==> src/rtl/pc_unit_pkg.sv <==
// ----------------------------------------------------------------------------
// Module : pc_unit_pkg
// Brief  : Shared IF-stage definitions: PC FSM encoding and PC constants.
// Rev    : 1.0 - initial release
// ----------------------------------------------------------------------------
`default_nettype none

package pc_unit_pkg;

  typedef enum logic [1:0] {
    IDLE      = 2'b00,
    RUN       = 2'b01,
    STEP_WAIT = 2'b10,
    HALTED    = 2'b11
  } pc_state_t;

  localparam int unsigned PC_INCREMENT     = 4;
  localparam logic [31:0] DEFAULT_RESET_PC = 32'h0000_0000;

endpackage

`default_nettype wire

==> src/rtl/pc_unit_edge_detect.sv <==
// ----------------------------------------------------------------------------
// Module : pc_unit_edge_detect
// Brief  : Rising-edge detector; pulses in the cycle the input goes 0 -> 1.
// Rev    : 1.0 - initial release
// ----------------------------------------------------------------------------
`default_nettype none

module pc_unit_edge_detect (
  input  logic i_clk,
  input  logic i_reset,
  input  logic i_in,
  output logic o_rise
);

  logic r_prev;

  always_ff @(posedge i_clk) begin
    if (i_reset) r_prev <= 1'b0;
    else         r_prev <= i_in;
  end

  assign o_rise = i_in & ~r_prev;

endmodule

`default_nettype wire

==> src/rtl/pc_unit.sv <==
// ----------------------------------------------------------------------------
// Module : pc_unit
// Brief  : Fetch PC register with run/step/halt/stall control and cycle counter.
// Rev    : 1.0 - initial release
// ----------------------------------------------------------------------------
`default_nettype none

module pc_unit
  import pc_unit_pkg::*;
#(
  parameter int              SIZE       = 32,
  parameter int              COUNT_SIZE = 32,
  parameter logic [SIZE-1:0] RESET_PC   = SIZE'(DEFAULT_RESET_PC)
) (
  input  logic                  i_clk,
  input  logic                  i_reset,
  input  logic                  i_enable,
  input  logic                  i_step_mode,
  input  logic                  i_step,
  input  logic                  i_stall,
  input  logic                  i_halt,
  input  logic [SIZE-1:0]       i_next_pc,
  output logic [SIZE-1:0]       o_pc,
  output logic [SIZE-1:0]       o_pc_plus4,
  output logic                  o_advance,
  output logic                  o_halted,
  output logic [COUNT_SIZE-1:0] o_cycle_count
);

  pc_state_t             r_state;
  logic [SIZE-1:0]       r_pc;
  logic                  r_advance;
  logic                  r_halted;
  logic [COUNT_SIZE-1:0] r_count;

  logic                  w_step_rise;
  logic                  w_exec;
  logic [SIZE-1:0]       w_next_pc_aligned;

  pc_unit_edge_detect u_step_edge (
    .i_clk   (i_clk),
    .i_reset (i_reset),
    .i_in    (i_step),
    .o_rise  (w_step_rise)
  );

  // Fetch addresses are word aligned; the mux may hand us unaligned targets.
  assign w_next_pc_aligned = i_next_pc & ~SIZE'(2'b11);

  assign w_exec = i_enable &&
                  ((r_state == RUN) || ((r_state == STEP_WAIT) && w_step_rise));

  always_ff @(posedge i_clk) begin
    if (i_reset) begin
      r_state   <= IDLE;
      r_pc      <= RESET_PC;
      r_advance <= 1'b0;
      r_halted  <= 1'b0;
      r_count   <= '0;
    end else begin
      r_advance <= 1'b0;

      case (r_state)
        IDLE:           if (i_enable)  r_state <= i_step_mode ? STEP_WAIT : RUN;
        RUN, STEP_WAIT: if (!i_enable) r_state <= IDLE;
        default:        ;
      endcase

      // Halt and stall cycles still count as executed; halt wins over stall.
      if (w_exec) begin
        if (r_count != '1) r_count <= r_count + COUNT_SIZE'(1);
        if (i_halt) begin
          r_state  <= HALTED;
          r_halted <= 1'b1;
        end else if (!i_stall) begin
          r_pc      <= w_next_pc_aligned;
          r_advance <= 1'b1;
        end
      end
    end
  end

  assign o_pc          = r_pc;
  assign o_pc_plus4    = r_pc + SIZE'(PC_INCREMENT);
  assign o_advance     = r_advance;
  assign o_halted      = r_halted;
  assign o_cycle_count = r_count;

endmodule

`default_nettype wire

==> config.mk <==
export PLATFORM = sky130hd
export DESIGN_NAME = pc_unit
export DESIGN_NICKNAME = d
export VERILOG_FILES = /design/src/rtl/pc_unit_pkg.sv /design/src/rtl/pc_unit_edge_detect.sv /design/src/rtl/pc_unit.sv
export SDC_FILE = /design/constraint.sdc
export NUM_CORES = 1
export LEC_CHECK = 0
export CAP_MARGIN = 40
export CORE_MARGIN = 10
export CORE_UTILIZATION = 41
export CTS_BUF_LIST = sky130_fd_sc_hd__clkbuf_4 sky130_fd_sc_hd__clkbuf_8
export DETAILED_ROUTE_END_ITERATION = 7
export PLACE_DENSITY = 0.86
export SETUP_SLACK_MARGIN = 0.2
export SKIP_LAST_GASP = 1
export SYNTH_ARGS = -nofsm -noshare
export SYNTH_HDL_FRONTEND = slang
export SYNTH_SLANG_ARGS = --single-unit
==> constraint.sdc <==
create_clock -name i_clk -period 2.1 [get_ports i_clk]
set_clock_uncertainty 0.15 [all_clocks]
set_input_delay 0.315 -clock i_clk [delete_from_list [all_inputs] [get_ports i_clk]]
set_output_delay 0.315 -clock i_clk [all_outputs]
set_load 0.01 [all_outputs]
==> Word level (Yosys, flattened, before mapping) <==
Index checks and enable logic that the tools add are counted.
{ "word_totals": {"rom_bits": 0, "latch_bits": 0, "input_bits": 39, "n_memories": 0, "register_bits": 67, "ram_bits": 0, "output_inout_bits": 98} }
{ "op_classes": {"n_addsub": 2, "n_reduce_logical": 9, "muxes": 7, "eq_ne": 3, "n_div": 0, "multipliers": 0, "n_bitwise": 5, "shifts": 0, "n_lt_le_gt_ge": 0} }
{ "ops": {"columns": ["cell", "n"], "rows": [
  ["$add A32 B1 Y32 const B", 1],
  ["$add A32 B3 Y32 const B", 1],
  ["$ne A32 B32 Y1 const B", 1],
  ["$mux W2", 5],
  ["$not A1 Y1", 4],
  ["$pmux W2 S2", 1],
  ["$reduce_and A2 Y1", 2],
  ["$reduce_and A3 Y1", 1],
  ["$reduce_or A3 Y1", 1],
  ["$eq A2 B1 Y1 const B", 1],
  ["$eq A2 B2 Y1 const B", 1],
  ["$logic_and A1 B1 Y1", 2],
  ["$logic_not A2 Y1", 1],
  ["$reduce_or A2 Y1", 1],
  ["$and A1 B1 Y1", 1],
  ["$logic_or A1 B1 Y1", 1],
  ["$mux W1", 1]
]} }

==> Logic depth before layout (Yosys ltp) <==
{ "logic_depth": {"word_depth": 7, "ltp_mapped": 9, "mapped_depth_nobuf": 7} }

==> Modules after synthesis <==
From an unflattened synthesis, not the netlist that was laid out.
{ "unflattened": {"hier_cells": 446, "hier_area_um2": 3569.7} }
{ "modules_own_cells": {"columns": ["module", "cells_per_inst", "area_each_um2", "n_inst"], "rows": [
  ["pc_unit", 443, 3522.1, 1],
  ["pc_unit_edge_detect", 3, 47.5, 1]
]} }

==> Worst setup path after synthesis <==
OpenSTA, ideal clock, no wires.
{ "synth_path": {"path_kind": "flip-flop to output port", "startpoint": "register r_pc[4], in the netlist o_pc[4]", "endpoint": "output o_pc_plus4[31]", "path_stages_with_launch": 6, "arrival_time_ps": 1833, "slack_ps": -198, "required_ps": 1635, "path_buffers": 0, "cell_sequence": "dfxtp_1 > and3_1 > nand3_2 > or4_1 > nor3_2 > xor2_1"} }
{ "synth_via": {"elab_chain_cells": 1} }
{ "synth_rtl": {"columns": ["item", "line_no", "rtl"], "rows": [
  ["start: declaration", "pc_unit.sv:31", "logic [SIZE-1:0] r_pc;"],
  ["start signal: assignment", "pc_unit.sv:76", "r_pc <= w_next_pc_aligned;"],
  ["$add A32 B3 Y32", "pc_unit.sv:84", "assign o_pc_plus4 = r_pc + SIZE'(PC_INCREMENT);"],
  ["end: declaration", "pc_unit.sv:24", "output logic [SIZE-1:0] o_pc_plus4,"]
]} }
No other way between the ends.

==> Final worst setup path <==
{ "layout_path": {"startpoint": "register r_pc[6], in the netlist o_pc[6]", "endpoint": "output o_pc_plus4[28]"} }
The elaborated chain is that of the path after synthesis.

==> reports/metrics.cfg <==
[outcome]
status = finished, violations left
violations = setup timing

[critical_path]
crit_type = reg2out
required_ns = 1.63
arrival_ns = 2.29
cp_slowest_cell = dfxtp_4
crit_chain = and3_4 -> buf_4 -> buf_6 -> nand2_4 -> nor3_4 -> buf_12 -> nand4_1 -> xnor2_2 -> buf_2
slowest_delay_ns = 0.35
reg2reg_slack_ns = -0.07
critPathLaunchType = flip-flop
worstPathMaxFanout = 8
crit_path_end_kind = output port

[cts]
cts_tree = yes
clock_path_buffers = 2
cts.sinks = 67
clk_pin_slew_ns = 0.07
cts_made_buffers = 9
ctsHoldBuffers = 0
htreeDepth = 3
insertion_delay_ns = 0.35
cts_root_buf = clkbuf_8

[floorplanning]
die_y_um = 112
ios = 137
floorplan.initialDensity_pct = 42.2
placementRows = 33
core_area_um2 = 8260
die_area_um2 = 12600
dieWidth_um = 112

[drt]
post_drt_wl_per_cell_um = 23.4
ant_nets = 0
firstDrtPassIters = 5
drt_wl_total_mm = 19.3
via_per_inst = 5.90
drtIter0Drc = 448
via_count = 4856
drc = 0

[flow_run]
max_cap_violations = 0

[timing]
setup_slack_ns = -0.659
finalCritPeriodShare_pct = 131
setup_viol = 29
fin_crit_ns = 2.76
fmax_mhz = 362
rsz0062_at_grt = true
drv_slew = 0
hold_violations = 0

[logic_synthesis]
synth.avg_cell_area_um2 = 7.87
synthArstFlopShare_pct = 0
synth-seq-cells = 67
ys.flop_type = dfxtp_1
yosysSeqAreaShare_pct = 38.5
synth-edff-count = 0
ys_warn_count = 0
synthCells = 443
synth_area_um2 = 3480
synth_cell_types = 44

[cells_and_area]
drive_gt1_share_pct = 49.2
fin_cells = 823
area_delta_synth_final_pct = 103
fin_util_pct = 85.9
diodes = 0
mostFrequentLayoutCells = buf_4, clkdlybuf4s50_1, nand2_1
final_common_cell = buf_4
nets = 758

[pwr]
irDropWorstVdd_v = 0.000385
p_clk_share_pct = 38.4
p_int_mw = 2.03
p_per_area_nw_per_um2 = 387
switchingPower_uw = 711
p_leak_nw = 2.89
comb_power_share_pct = 14.4
pwr-share-seq_pct = 47.2
switching_share_pct = 25.9

[global_route]
antenna_found_initial = 0
overflow = 0
grt_pass1_wl_mm = 24.2
grt_max_degree = 37
global_route.usage.total_pct = 23.0
grt_pass1_vias = 4729

[placement]
port_buffers = 130
dpl.hpwl_mm = 10.3
dp_cells = 757
gp_congestion = 0.919

[min_path]
worst_hold_path_type = in2reg

-- synth_stat cells, types with 5 or more instances --
| cell | number | share of area, % |
|---|---|---|
| nand2_1 | 87 | 9.4 |
| dfxtp_1 | 67 | 38 |
| a21oi_1 | 60 | 8.6 |
| xnor2_1 | 24 | 6.0 |
| nand3_1 | 20 | 2.9 |
| or3_1 | 20 | 3.6 |
| nand4_1 | 19 | 3.4 |
| o21ai_0 | 19 | 2.7 |
| clkbuf_1 | 15 | 1.6 |
| nor2_1 | 15 | 1.6 |
| inv_1 | 10 | 1.1 |
| xor2_1 | 9 | 2.3 |
| and3_1 | 8 | 1.4 |
| or4_1 | 7 | 1.5 |
| and4_1 | 6 | 1.5 |
| ha_1 | 6 | 2.2 |
| o31ai_1 | 6 | 1.3 |
| nor3_1 | 5 | 0.72 |
-- cell families (layout without fill, tap and decap cells) --
kind of cell | after synthesis | count (layout) | share of synthesized area [%]
and+or+nand+nor | 205 | 205 | 31.1
buffers and inverters | 33 | 304 | 4.09
xor gates and xnor gates | 33 | 33 | 8.29
DFF | 67 | 67 | 38.5
adders and majority gates | 6 | 6 | 2.15
AOI/OAI and AO/OA | 98 | 99 | 15.8
other | 1 | 4 | 0.108
-- per-layer routing --
metal / share of wire [%] / global-route usage [%]
met1: 35 / 25.2
met2: 51 / 39.7
met3: 9.7 / 7.72
met4: 4.5 / 10.2
met5: 0 / 0
-- power by group through the flow --
| stage | Combinational (mW) | Sequential, mW | Clock, mW |
|---|---|---|---|
| 2_1_floorplan | 0.102 | 1.33 | 0 |
| 3_3_place_gp | 0.260 | 1.32 | 0 |
| 3_5_place_dp | 0.270 | 1.32 | 0 |
| 4_1_cts | 0.314 | 1.29 | 1.04 |
| 5_1_grt | 0.414 | 1.29 | 1.11 |
| 6_report | 0.395 | 1.30 | 1.05 |
-- through the flow --
stage | setup slack [ns] | total power, mW | cell area (µm²) | hold slack (ns) | setup TNS [ns]
after floorplan | -0.0331 | 1.43 | 3590 | 0.291 | -0.0331
after global placement | -0.440 | 1.58 | 5670 | 0.303 | -9.44
after detailed placement | -0.466 | 1.59 | 5680 | 0.320 | -9.69
after CTS | -0.447 | 2.64 | 6220 | 0.167 | -5.63
after global routing | -0.633 | 2.81 | 7090 | 0.206 | -8.93
final | -0.659 | 2.74 | 7090 | 0.204 | -6.89
-- final cells by class --
| class | count | area, µm² |
|---|---|---|
| multi-input cells | 347 | 2800 |
| fillers | 398 | 1170 |
| well taps | 105 | 131 |
| inverters | 11 | 41.3 |
| clock buffers | 14 | 180 |
| flip-flops and latches | 67 | 1390 |
| clock inverters | 2 | 10.0 |
| repair buffers | 277 | 2540 |
-- flip-flops by register name, summed over array words and instances, names as in the netlist --
signal,cells
o_halted,1
u_step_edge.r_prev,1
o_advance,1
r_state,2
o_pc,30
o_cycle_count,32
-- critical path: cells and delay by family, from the launching register on --
family	cells	cell delay, ns
buf+inv	4	0.56
xor+xnor	1	0.31
flops	1	0.35
simple gates	4	0.70
-- repair_timing --
item                       CTS  global route
setup buffers               27            18
gates resized for setup    172           174
cloned                       3             2
setup endpoints to repair   94            78
pin swaps                   51            94
-- final timing paths --
kind,from,to,depth (start not counted)
max,o_pc[6]$_SDFFE_PP0P_,o_pc_plus4[28],9
min,i_reset,o_cycle_count[13]$_SDFFE_PP0P_,2
max reg2reg,o_cycle_count[9]$_SDFFE_PP0P_,o_cycle_count[9]$_SDFFE_PP0P_,9
min reg2reg,o_halted$_SDFFE_PP0P_,o_halted$_SDFFE_PP0P_,2
No activity file was read; power rests on OpenSTA's default activity.
